[config.mk]
export PLATFORM = sky130hd
export DESIGN_NAME = gpio_word_assembler_flat
export DESIGN_NICKNAME = d
export VERILOG_FILES = /design/src/rtl/gpio_link_pkg.sv /design/src/rtl/gpio_word_assembler_if.sv /design/src/rtl/gpio_word_fifo.sv /design/src/rtl/gpio_word_assembler.sv /design/src/flat_wrapper.sv
export SDC_FILE = /design/constraint.sdc
export NUM_CORES = 1
export LEC_CHECK = 0
export CAP_MARGIN = 20
export CELL_PAD_IN_SITES_DETAIL_PLACEMENT = 0
export CELL_PAD_IN_SITES_GLOBAL_PLACEMENT = 1
export CORE_MARGIN = 1
export CORE_UTILIZATION = 40
export DETAILED_ROUTE_END_ITERATION = 8
export GPL_TIMING_DRIVEN = 0
export PLACE_DENSITY_LB_ADDON = 0.08
export REMOVE_ABC_BUFFERS = 1
export SLEW_MARGIN = 15
export SYNTH_ARGS = -nofsm -noshare
export SYNTH_HDL_FRONTEND = slang
export SYNTH_SLANG_ARGS = --single-unit
[constraint.sdc]
create_clock -name i_clk -period 5 [get_ports i_clk]
set_input_delay 0.5 -clock i_clk [delete_from_list [all_inputs] [get_ports i_clk]]
set_output_delay 0.5 -clock i_clk [all_outputs]
set_load 0.02 [all_outputs]
[src/rtl/gpio_link_pkg.sv]
// ============================================================================
//  Module      : gpio_link_pkg
//  Description : Shared defaults and helpers for the ESP32 GPIO parallel link
//                (beat/word geometry and FIFO pointer sizing).
//  Revision    : 1.0 - initial release
// ============================================================================
`default_nettype none

package gpio_link_pkg;

  localparam int DEF_BEAT_W         = 8;
  localparam int DEF_BEATS_PER_WORD = 4;
  localparam int WORD_W             = DEF_BEAT_W * DEF_BEATS_PER_WORD;

  // Pointer width for a power-of-2 FIFO: one extra bit separates full from empty
  function automatic int ptr_w(input int depth);
    return $clog2(depth) + 1;
  endfunction

endpackage

`default_nettype wire

[src/rtl/gpio_word_assembler_if.sv]
// ============================================================================
//  Module      : gpio_word_assembler_if
//  Description : Valid/ready word stream from the assembler to fabric logic.
//                master = word producer, slave = word consumer.
//  Revision    : 1.0 - initial release
// ============================================================================
`default_nettype none

interface gpio_word_assembler_if
  import gpio_link_pkg::*;
#(
  parameter int WORD_W = gpio_link_pkg::WORD_W
) ();

  logic [WORD_W-1:0] o_word;
  logic              o_valid;
  logic              i_ready;

  modport master (output o_word, output o_valid, input  i_ready);
  modport slave  (input  o_word, input  o_valid, output i_ready);

endinterface

`default_nettype wire

[src/rtl/gpio_word_fifo.sv]
// ============================================================================
//  Module      : gpio_word_fifo
//  Description : First-word-fall-through synchronous FIFO. The head entry is
//                visible on o_data whenever the FIFO is not empty. A push into
//                a full FIFO is accepted only when a pop happens in the same
//                cycle. Pointers carry one extra wrap bit.
//  Revision    : 1.0 - initial release
// ============================================================================
`default_nettype none

module gpio_word_fifo
  import gpio_link_pkg::*;
#(
  parameter int WIDTH = gpio_link_pkg::WORD_W,
  parameter int DEPTH = 4
) (
  input  logic                    i_clk,
  input  logic                    i_rst_n,
  input  logic                    i_push,
  input  logic [WIDTH-1:0]        i_data,
  input  logic                    i_pop,
  output logic [WIDTH-1:0]        o_data,
  output logic                    o_full,
  output logic                    o_empty,
  output logic [ptr_w(DEPTH)-1:0] o_level
);

  localparam int AW    = $clog2(DEPTH);
  localparam int PTR_W = ptr_w(DEPTH);

  logic [WIDTH-1:0] mem_q [DEPTH];
  logic [PTR_W-1:0] wr_ptr_q, wr_ptr_d;
  logic [PTR_W-1:0] rd_ptr_q, rd_ptr_d;
  logic             pop_ok;
  logic             push_ok;

  assign o_empty = (wr_ptr_q == rd_ptr_q);
  assign o_full  = (wr_ptr_q[PTR_W-1] != rd_ptr_q[PTR_W-1]) &&
                   (wr_ptr_q[AW-1:0] == rd_ptr_q[AW-1:0]);
  assign o_level = wr_ptr_q - rd_ptr_q;

  // Head is masked while empty so the output reads zero after reset
  assign o_data  = o_empty ? '0 : mem_q[rd_ptr_q[AW-1:0]];

  // A pop frees the head slot this cycle, so a push into a full FIFO can land
  always_comb begin
    pop_ok   = i_pop && !o_empty;
    push_ok  = i_push && (!o_full || pop_ok);
    wr_ptr_d = wr_ptr_q + PTR_W'(push_ok);
    rd_ptr_d = rd_ptr_q + PTR_W'(pop_ok);
  end

  // Pointer registers
  always_ff @(posedge i_clk or negedge i_rst_n) begin
    if (!i_rst_n) begin
      wr_ptr_q <= '0;
      rd_ptr_q <= '0;
    end else begin
      wr_ptr_q <= wr_ptr_d;
      rd_ptr_q <= rd_ptr_d;
    end
  end

  // Storage array; contents are don't-care until written
  always_ff @(posedge i_clk) begin
    if (push_ok) begin
      mem_q[wr_ptr_q[AW-1:0]] <= i_data;
    end
  end

endmodule

`default_nettype wire

[src/rtl/gpio_word_assembler.sv]
// ============================================================================
//  Module      : gpio_word_assembler
//  Description : Packs BEATS_PER_WORD strobed GPIO beats LSB-first into a word,
//                buffers completed words in a FWFT FIFO and presents the head
//                over valid/ready. i_sof realigns the beat counter. Sticky
//                flags report dropped words and timed-out partial words.
//  Options     : GPIO_WORD_ASSEMBLER_TIMEOUT_EN - enables the idle timeout that
//                discards a stalled partial word (TIMEOUT_CYCLES parameter).
//  Revision    : 1.0 - initial release
// ============================================================================
`default_nettype none

module gpio_word_assembler
  import gpio_link_pkg::*;
#(
  parameter int BEAT_W         = DEF_BEAT_W,
  parameter int BEATS_PER_WORD = DEF_BEATS_PER_WORD,
  parameter int FIFO_DEPTH     = 4
`ifdef GPIO_WORD_ASSEMBLER_TIMEOUT_EN
  ,
  parameter int TIMEOUT_CYCLES = 1024
`endif
) (
  input  logic                         i_clk,
  input  logic                         i_rst_n,
  input  logic                         i_strobe,
  input  logic [BEAT_W-1:0]            i_beat,
  input  logic                         i_sof,
  gpio_word_assembler_if.master        bus,
  output logic [ptr_w(FIFO_DEPTH)-1:0] o_level,
  output logic                         o_overflow,
  output logic                         o_timeout,
  input  logic                         i_clear_flags
);

  localparam int ASM_W = BEAT_W * BEATS_PER_WORD;
  localparam int CNT_W = $clog2(BEATS_PER_WORD);
  localparam logic [CNT_W-1:0] LAST_SLOT = CNT_W'(BEATS_PER_WORD - 1);

  logic [CNT_W-1:0] cnt_q, cnt_d;
  logic [ASM_W-1:0] asm_q, asm_d;
  logic             overflow_q, overflow_d;
  logic [ASM_W-1:0] push_word;
  logic             push;
  logic             ovf_evt;
  logic             to_fire;
  logic             fifo_full;
  logic             fifo_empty;
  logic [ASM_W-1:0] fifo_head;

`ifdef GPIO_WORD_ASSEMBLER_TIMEOUT_EN
  localparam int IDLE_W = (TIMEOUT_CYCLES > 1) ? $clog2(TIMEOUT_CYCLES) : 1;

  logic [IDLE_W-1:0] idle_q, idle_d;
  logic              timeout_q, timeout_d;

  // Idle counter runs only while a partial word is pending; fires once and clears
  always_comb begin
    idle_d  = '0;
    to_fire = 1'b0;
    if (!(i_strobe || i_sof) && (cnt_q != '0)) begin
      if (idle_q == IDLE_W'(TIMEOUT_CYCLES - 1)) begin
        to_fire = 1'b1;
      end else begin
        idle_d = idle_q + 1'b1;
      end
    end
    timeout_d = (timeout_q && !i_clear_flags) || to_fire;
  end

  // Timeout state registers
  always_ff @(posedge i_clk or negedge i_rst_n) begin
    if (!i_rst_n) begin
      idle_q    <= '0;
      timeout_q <= 1'b0;
    end else begin
      idle_q    <= idle_d;
      timeout_q <= timeout_d;
    end
  end

  assign o_timeout = timeout_q;
`else
  assign to_fire   = 1'b0;
  assign o_timeout = 1'b0;
`endif

  // Beat capture, word completion and i_sof realignment
  always_comb begin
    cnt_d     = cnt_q;
    asm_d     = asm_q;
    push      = 1'b0;
    push_word = asm_q;
    for (int b = 0; b < BEATS_PER_WORD; b++) begin
      if (cnt_q == CNT_W'(b)) begin
        push_word[b*BEAT_W +: BEAT_W] = i_beat;
      end
    end
    if (i_strobe) begin
      if (i_sof) begin
        // Start of frame: the strobed beat becomes slot 0 of a fresh word
        asm_d               = '0;
        asm_d[BEAT_W-1:0]   = i_beat;
        cnt_d               = CNT_W'(1);
      end else if (cnt_q == LAST_SLOT) begin
        push  = 1'b1;
        cnt_d = '0;
        asm_d = '0;
      end else begin
        asm_d = push_word;
        cnt_d = cnt_q + 1'b1;
      end
    end else if (i_sof || to_fire) begin
      cnt_d = '0;
      asm_d = '0;
    end
  end

  // A completed word is lost only when the FIFO is full and nothing leaves
  always_comb begin
    ovf_evt    = push && fifo_full && !(bus.i_ready && !fifo_empty);
    overflow_d = (overflow_q && !i_clear_flags) || ovf_evt;
  end

  // Assembler state registers
  always_ff @(posedge i_clk or negedge i_rst_n) begin
    if (!i_rst_n) begin
      cnt_q      <= '0;
      asm_q      <= '0;
      overflow_q <= 1'b0;
    end else begin
      cnt_q      <= cnt_d;
      asm_q      <= asm_d;
      overflow_q <= overflow_d;
    end
  end

  gpio_word_fifo #(
    .WIDTH (ASM_W),
    .DEPTH (FIFO_DEPTH)
  ) u_fifo (
    .i_clk   (i_clk),
    .i_rst_n (i_rst_n),
    .i_push  (push),
    .i_data  (push_word),
    .i_pop   (bus.i_ready),
    .o_data  (fifo_head),
    .o_full  (fifo_full),
    .o_empty (fifo_empty),
    .o_level (o_level)
  );

  assign bus.o_word  = fifo_head;
  assign bus.o_valid = !fifo_empty;
  assign o_overflow  = overflow_q;

endmodule

`default_nettype wire

[src/flat_wrapper.sv]
// flat-port wrapper written by rule: the top's interface ports become plain ports
module gpio_word_assembler_flat import gpio_link_pkg::*;
#(
  parameter int BEAT_W         = DEF_BEAT_W,
  parameter int BEATS_PER_WORD = DEF_BEATS_PER_WORD,
  parameter int FIFO_DEPTH     = 4

)
  (i_clk, i_rst_n, i_strobe, i_beat, i_sof, o_level, o_overflow, o_timeout, i_clear_flags, bus_o_word, bus_o_valid, bus_i_ready);
  gpio_word_assembler_if #(.WORD_W(32)) bus_i ();
  input  logic i_clk;
  input  logic i_rst_n;
  input  logic i_strobe;
  input  logic [BEAT_W-1:0] i_beat;
  input  logic i_sof;
  output logic [ptr_w(FIFO_DEPTH)-1:0] o_level;
  output logic o_overflow;
  output logic o_timeout;
  input  logic i_clear_flags;
  output wire logic [$bits(bus_i.o_word)-1:0] bus_o_word;
  output wire logic [$bits(bus_i.o_valid)-1:0] bus_o_valid;
  input wire logic [$bits(bus_i.i_ready)-1:0] bus_i_ready;
  assign bus_o_word = bus_i.o_word;
  assign bus_o_valid = bus_i.o_valid;
  assign bus_i.i_ready = bus_i_ready;
  gpio_word_assembler #(.BEAT_W(BEAT_W), .BEATS_PER_WORD(BEATS_PER_WORD), .FIFO_DEPTH(FIFO_DEPTH)) u_core (.i_clk(i_clk), .i_rst_n(i_rst_n), .i_strobe(i_strobe), .i_beat(i_beat), .i_sof(i_sof), .bus(bus_i), .o_level(o_level), .o_overflow(o_overflow), .o_timeout(o_timeout), .i_clear_flags(i_clear_flags));
endmodule
==> summary.md <==
| Metric | Value |
|---|---|
| Status | finished, final reports clean |
| Unique cell type count in the Yosys netlist | 33 |
| Vias per Instance | about 5.2 |
| Arr. time, crit path | 2850 ps |
| Rel. slew slack | 0.3532 |
| Top Ports | 52 |
| Cell Pwr Density | between 500 and 600 nW/um^2 |
| Cells along the critical path | inv_1 -> ha_1 -> and3_4 -> nor2b_1 -> clkdlybuf4s50_1 |
| Layout Nets | between 400 and 500 |
| Yosys warnings | 0 |
| IR Drop Worst-Case VDD | 0.5718 mV |
| Main synth FF type | edfxtp_1 |
| Diode count | 0 |
| Setup Buffers After CTS | 0 |
| Worst setup margin | 1648 ps |
| Die Wd | 135.4 um |
| Mapped Cells | around 380 |
| Cts repair resizes | 0 |
| Routability Congestion | between 0.6 and 0.7 |
| DP HPWL | approximately 9.4 mm |
| Crit-path max FO | 34 |
| DIE HEIGHT | approximately 140 um |
| Simple-gate portion of the synthesized area | 0.06430 |
| Sequential fraction of the synthesis area | 0.6838 |
| Max cap viols | 0 |
| Post-synthesis mux area share | 0.1532 |
| Largest net degree at the start of global routing | 35 |
| Row count | 48 |
| Synthesized area per cell | around 19 sq um |
| Vias in the first global route | roughly 3700 |
| Fill cells | 1448 |
| CP delay by family, top | simple AND/OR/NAND/NOR gates |
| Antenna Nets Post-Route | 0 |
| CTS tree | yes |
| Clock Tree Buf Depth | 2 |
| Core ar. | 17360 sq um |
| Clock slew at reported path FFs | ~60 ps |
| # DRC | 0 |
| DR pass1 iterations | 4 |
| Pre-CTS WS | between 1000 and 1500 ps |
| TritonCTS Buffers | 17 |
| Largest family of logic cells by synthesized area | multiplexers |
| Remaining global-route overflow | 0 |
| Total power | 4.747 mW |
| Fmax achieved | 298.3 MHz |
| RSZ-0062 raised after global routing | false |
| Post-layout util | 0.4920 |
| Xor and xnor fraction of the mapped netlist area | 0.007203 |
| Tot GR Track Use | 0.1686 |
| CP Buf/Inv Count | 2 |
| Hold Violations, Final | 0 |
| Slew Limit Fails | 0 |
| Top cells by area, synth | edfxtp_1 (54%), dfrtp_1 (14%), mux4_2 (10%) |
| Final setup viols | 0 |
| Fraction of layout cells with a size suffix above 1 | 0.3348 |
| First-pass GRT wire length | between 20 and 25 mm |
| Worst Setup End Kind | output port |
| Hold Buf Count CTS | 0 |
| Initial antenna violation count | 0 |
| Leakage | ~3.1 nW |
| Min Hold Slack | 88.31 ps |
| Area growth syn-to-layout | 19.91% |
| Fraction of registers with async set/reset | 0.2426 |
| Startpoint types | flop |
| Leading area contributor after synthesis | edfxtp_1 |
| Die area | roughly 18000 sq um |
| Post-synthesis compound-gate area fraction | 0.04164 |
| Synth Area in Adders | 0.02038 |
| Clk_lat worst skew | approximately 420 ps |
| DR WL/cell | around 21 um |
| Number of DRC markers in iteration 0 | 226 |
| WP data required | roughly 4500 ps |
| Tmin final | roughly 3400 ps |
| Worst-Margin Slew | ~970 ps |
| Vias post-DR | approximately 3600 |
| Total wire length | approximately 14 mm |
| CP max stage delay | 670 ps |
| CTS Root Cell | clkbuf_16 |
| Sink Count | ~170 |
| Number of synthesized flops with an enable pin | between 100 and 150 |
| Initial core utilization | 0.4103 |
| Fin crit share | 0.6705 |
| Number of port buffers | 50 |
| Worst Hold Class | input port to asynchronous set/reset pin |
| Synth top area share | 0.5397 |
| Clock H-tree levels | 4 |
| Synthesized flop and latch total | approximately 170 |
| CP max-delay cell | dfrtp_2 |
| Clock skew | approximately 5.6 ps |
| Post-Syn Area | between 7000 and 8000 sq um |
| Worst Setup Path Type | flop to output port |
final timing paths:
check,startpoint,cells past startpoint,slack (ps),end
max,u_core.u_fifo.rd_ptr_q[1]$_DFF_PN0_,5,1650,bus_o_word[0]
min reg2reg,u_core.asm_q[24]$_DFFE_PN0P_,1,480,u_core.asm_q[24]$_DFFE_PN0P_
max reg2reg,u_core.cnt_q[0]$_DFFE_PN0P_,5,2050,u_core.u_fifo.mem_q[2][3]$_DFFE_PP_
min in group i_clk,u_core.asm_q[24]$_DFFE_PN0P_,1,480,u_core.asm_q[24]$_DFFE_PN0P_
max in group asynchronous,i_rst_n,2,4380,u_core.u_fifo.rd_ptr_q[0]$_DFF_PN0_
min,i_rst_n,1,90,u_core.o_overflow$_DFF_PN0_
registers in the layout, indices dropped and copies added (netlist names):
signal                  flops
u_core.u_fifo.rd_ptr_q      3
u_core.u_fifo.mem_q       128
u_core.o_overflow           1
u_core.asm_q               32
u_core.u_fifo.wr_ptr_q      3
u_core.cnt_q                2
synth_stat cells (all sizes together), types with 3 or more instances:
cell / number
ha: 10
a32o: 17
nor2b: 35
a21oi: 3
nor3: 5
buf: 21
xnor2: 3
and2: 8
and3: 3
dfrtp: 41
inv: 11
a22o: 6
mux2: 32
mux4: 32
edfxtp: 128
nor2: 4
report_power, final:
group | leakage (nW) | switching (mW) | total, mW | internal, mW
Sequential | 1.72 | 0.105 | 1.70 | 1.59
Clock | 0.275 | 0.505 | 1.24 | 0.739
Combinational | 1.15 | 0.865 | 1.80 | 0.939
Total | 3.14 | 1.48 | 4.75 | 3.27
cell type report:
cell class / instances / area (sq um) / area share
flip-flops and latches: 169 / 4875 / 0.5708
well taps: 225 / 281.5 / 0.03297
clock inverters: 11 / 105.1 / 0.01231
clock buffers: 21 / 450.4 / 0.05275
inverters: 11 / 41.29 / 0.004835
repair buffers: 70 / 713.2 / 0.08352
multi-input cells: 172 / 2073 / 0.2428
per-stage QoR:
stage | TNS, ps | cells | area, sq um
finish | 0 | 679 | 8539
global route | 0 | 679 | 8539
CTS | 0 | 679 | 8539
detailed placement | 0 | 647 | 7984
global placement | -402730 | 627 | 7739
floorplan | 0 | 352 | 6957
cells in the final DEF, fill, tap and decap left out, types with 2 or more instances in the layout:
| cell | Yosys | layout |
|---|---|---|
| o21a_1 | 2 | 2 |
| edfxtp_1 | 128 | 128 |
| nor3_2 | 0 | 4 |
| nor2b_2 | 20 | 21 |
| bufinv_16 | 0 | 2 |
| nor2b_4 | 9 | 9 |
| dfrtp_1 | 41 | 39 |
| buf_4 | 1 | 12 |
| a21oi_1 | 3 | 3 |
| clkbuf_1 | 2 | 3 |
| a22o_1 | 6 | 6 |
| xnor2_1 | 2 | 2 |
| o21ai_0 | 2 | 2 |
| xor2_1 | 2 | 2 |
| nor2_1 | 3 | 3 |
| a32o_1 | 17 | 17 |
| mux4_2 | 32 | 32 |
| clkinv_2 | 0 | 6 |
| nor2b_1 | 6 | 5 |
| ha_1 | 10 | 10 |
| clkdlybuf4s50_1 | 0 | 49 |
| buf_6 | 8 | 4 |
| mux2_2 | 32 | 32 |
| and2_1 | 8 | 8 |
| a32oi_1 | 2 | 2 |
| inv_1 | 11 | 11 |
| and3_1 | 3 | 2 |
| clkbuf_16 | 0 | 17 |
| buf_12 | 0 | 2 |
| clkinv_1 | 0 | 2 |
kinds of logic (layout without fill, tap and decap cells):
family | Yosys count | in the layout
flip-flops | 169 | 169
multiplexers | 65 | 65
AND/OR/NAND/NOR | 57 | 57
buffers and inverters | 34 | 113
AO/OA/AOI/OAI | 33 | 33
adder cells (fa/ha/maj) | 11 | 11
XOR/XNOR | 5 | 5
other | 1 | 1
metal layers:
metal | vias to the layer above | GRT usage | wire (um)
met3 | 17 | 0.03180 | 443
met2 | 67 | 0.2650 | 6817
li1 | 1596 | - | -
met1 | 1872 | 0.2318 | 6497
met4 | 0 | 0.06742 | 231
met5 | - | 0 | 0
No activity file was read; power rests on OpenSTA's default activity.
==> variant: new RTL, same settings <==
Add a define of `GPIO_WORD_ASSEMBLER_TIMEOUT_EN`.
--- a/src/rtl/gpio_word_assembler.sv
+++ b/src/rtl/gpio_word_assembler.sv
@@ -9,6 +9,8 @@
 //  Revision    : 1.0 - initial release
 // ============================================================================
 `default_nettype none
+
+`define GPIO_WORD_ASSEMBLER_TIMEOUT_EN
 
 module gpio_word_assembler
   import gpio_link_pkg::*;
Formal check against the unedited RTL: same outputs for any inputs over 10 cycles, from zero or initial values and one cycle with i_rst_n low; that may be too few to reach the edited logic, so the function may still have changed.
==> variant against the original RTL <==
- routed wire length is 11% higher
- critical path depth is 1 higher
- final area is 4.9% higher
- power is 3.3% lower
- count of clock-buffer cells in the layout is 1 lower
- critical path type unchanged
- hold slack better by 0.046 ns
- cell count is 8.0% higher
- sequential cell count is 11 higher
- maximum frequency is 5.4% higher
- the flow now finishes with violations (design-rule violations)
- synthesized area is 4.8% higher
- highest routed layer unchanged
- setup slack better by 0.17 ns
==> variant: results (changes against the original RTL) <==
RePlAce Congestion 0.743 (+11%); drt first pass iters 8 (+4); worst vdd ir 0.542 mV (-5.3%); instance area after placement 8410 um^2 (+5.3%); max FFs per register 128 (unchanged); failing checks design-rule violations; ranking of synthesized cells by area edfxtp_1, dfrtp_1, mux4_2, mux2_2, nor2b_1; Post-Synth XOR/XNOR Area 0.822% (+0.10 points); wirelength, routed 15.5 mm (+11%); clock tree buffer depth 2 (unchanged); vias in the first global route 4237 (+14%); Synth Area in Adders 2.11% (+0.075 points); crit path max fanout 33 (-2.9%); Setup Skew 0.0255 ns (+0.0199 ns); first-pass GRT wire length 24.6 mm (+12%); number of port buffers 51 (+2.0%); post-synthesis compound-gate area fraction 6.24% (+2.1 points); pin count of the biggest net entering global routing 53 (+51%); status finished with violations; DRC viols 4 (+4); via/cell ratio 5.37 (+2.7%); antenna cell count 0 (unchanged); Commonest cells post-synth edfxtp_1, dfrtp_1, nor2b_1, mux2_2, mux4_2; post-synthesis sequential area ratio 69.0% (+0.58 points); post-synthesis mux area share 14.5% (-0.83 points); Rel. slew slack 32.4% (-2.9 points); DRT iter0 DRCs 235 (+4.0%); Layout Nets 517 (+11%); Cell variety after synth 39 (+18%); Async S/R FF share, synth 28.9% (+4.6 points); Leakage 0.00326 uW (+3.6%); layout cell share with drive strength beyond 1 24.4% (-9.1 points); post-DP HPWL 9.82 mm (+4.5%); Global Route Usage Sum 17.4% (+0.58 points); top_reg_cell synth edfxtp_1; remaining global-route overflow 0 (unchanged)
==> variant: cell count changes after synthesis, sizes merged, moves of 8 or more <==
cell    unedited run  this run
buf               21         9
and2               8         0
dfrtp             41        52
a22o               6        20
a32o              17         1
clkbuf             2        13
==> variant: routing by layer <==
metal | vias to the layer above | wire length [um] | global-route usage, % | part of all wire [%]
met5 | - | 0 | 0 | 0
met4 | 0 | 75 | 6.51 | 0.48
met3 | 4 | 445 | 3.04 | 2.9
met2 | 62 | 7850 | 28.5 | 51
met1 | 2081 | 7100 | 23.5 | 46
li1 | 1791 | - | - | -
==> variant: area by class of cell <==
cell class | instances | area, um^2
multi-input combinational | 208 | 2190
inverter | 13 | 48.8
fill | 1536 | 9190
clock buffer | 20 | 437
timing repair buffer | 71 | 737
sequential | 180 | 5150
clock inverter | 12 | 109
tap | 229 | 287
==> variant: path summary, 6_finish.rpt <==
kind,from,end,slack (ns),depth (start not counted)
max,u_core.u_fifo.rd_ptr_q[1]$_DFF_PN0_,bus_o_word[7],1.82,6
min,i_rst_n,u_core.u_fifo.wr_ptr_q[0]$_DFF_PN0_,0.13,1
max reg2reg,u_core.cnt_q[0]$_DFFE_PN0P_,u_core.u_fifo.mem_q[3][22]$_DFFE_PP_,1.94,6
min reg2reg,u_core.asm_q[28]$_DFFE_PN0P_,u_core.asm_q[28]$_DFFE_PN0P_,0.48,1
max in group asynchronous,i_rst_n,u_core.u_fifo.rd_ptr_q[0]$_DFF_PN0_,4.30,1
min in group i_clk,u_core.asm_q[28]$_DFFE_PN0P_,u_core.asm_q[28]$_DFFE_PN0P_,0.48,1
==> variant: worst max-delay path, stage by stage (launching register included) <==
cell	delay (ns)
dfrtp_2	0.65
inv_1	0.09
ha_1	0.30
and3_2	0.23
buf_12	0.18
nor2b_1	0.19
clkdlybuf4s50_1	0.63
==> variant: metrics by stage <==
step	hold WS (ns)	cells	setup TNS (ns)	power (uW)	setup slack, ns
after detailed placement	0.470	701	0	3420	1.52
after floorplan	0.204	401	0	2670	0.0870
after global routing	0.175	733	0	4810	1.68
final	0.134	733	0	4590	1.82
after CTS	0.154	733	0	4660	1.74
after global placement	0.465	681	-405.37	3360	-3.18
==> variant: kinds of logic (layout without fill, tap and decap cells) <==
logic type,count (synthesis),count (layout)
buffers and inverters,35,116
AO/OA/AOI/OAI,58,58
XOR/XNOR,7,7
AND/OR/NAND/NOR,67,67
flip-flops,180,180
multiplexers,64,64
adder cells (fa/ha/maj),12,12
==> variant: power by group <==
group / switching (uW) / internal, uW
clock: 549 / 685
combinational: 797 / 827
sequential: 70.3 / 1660
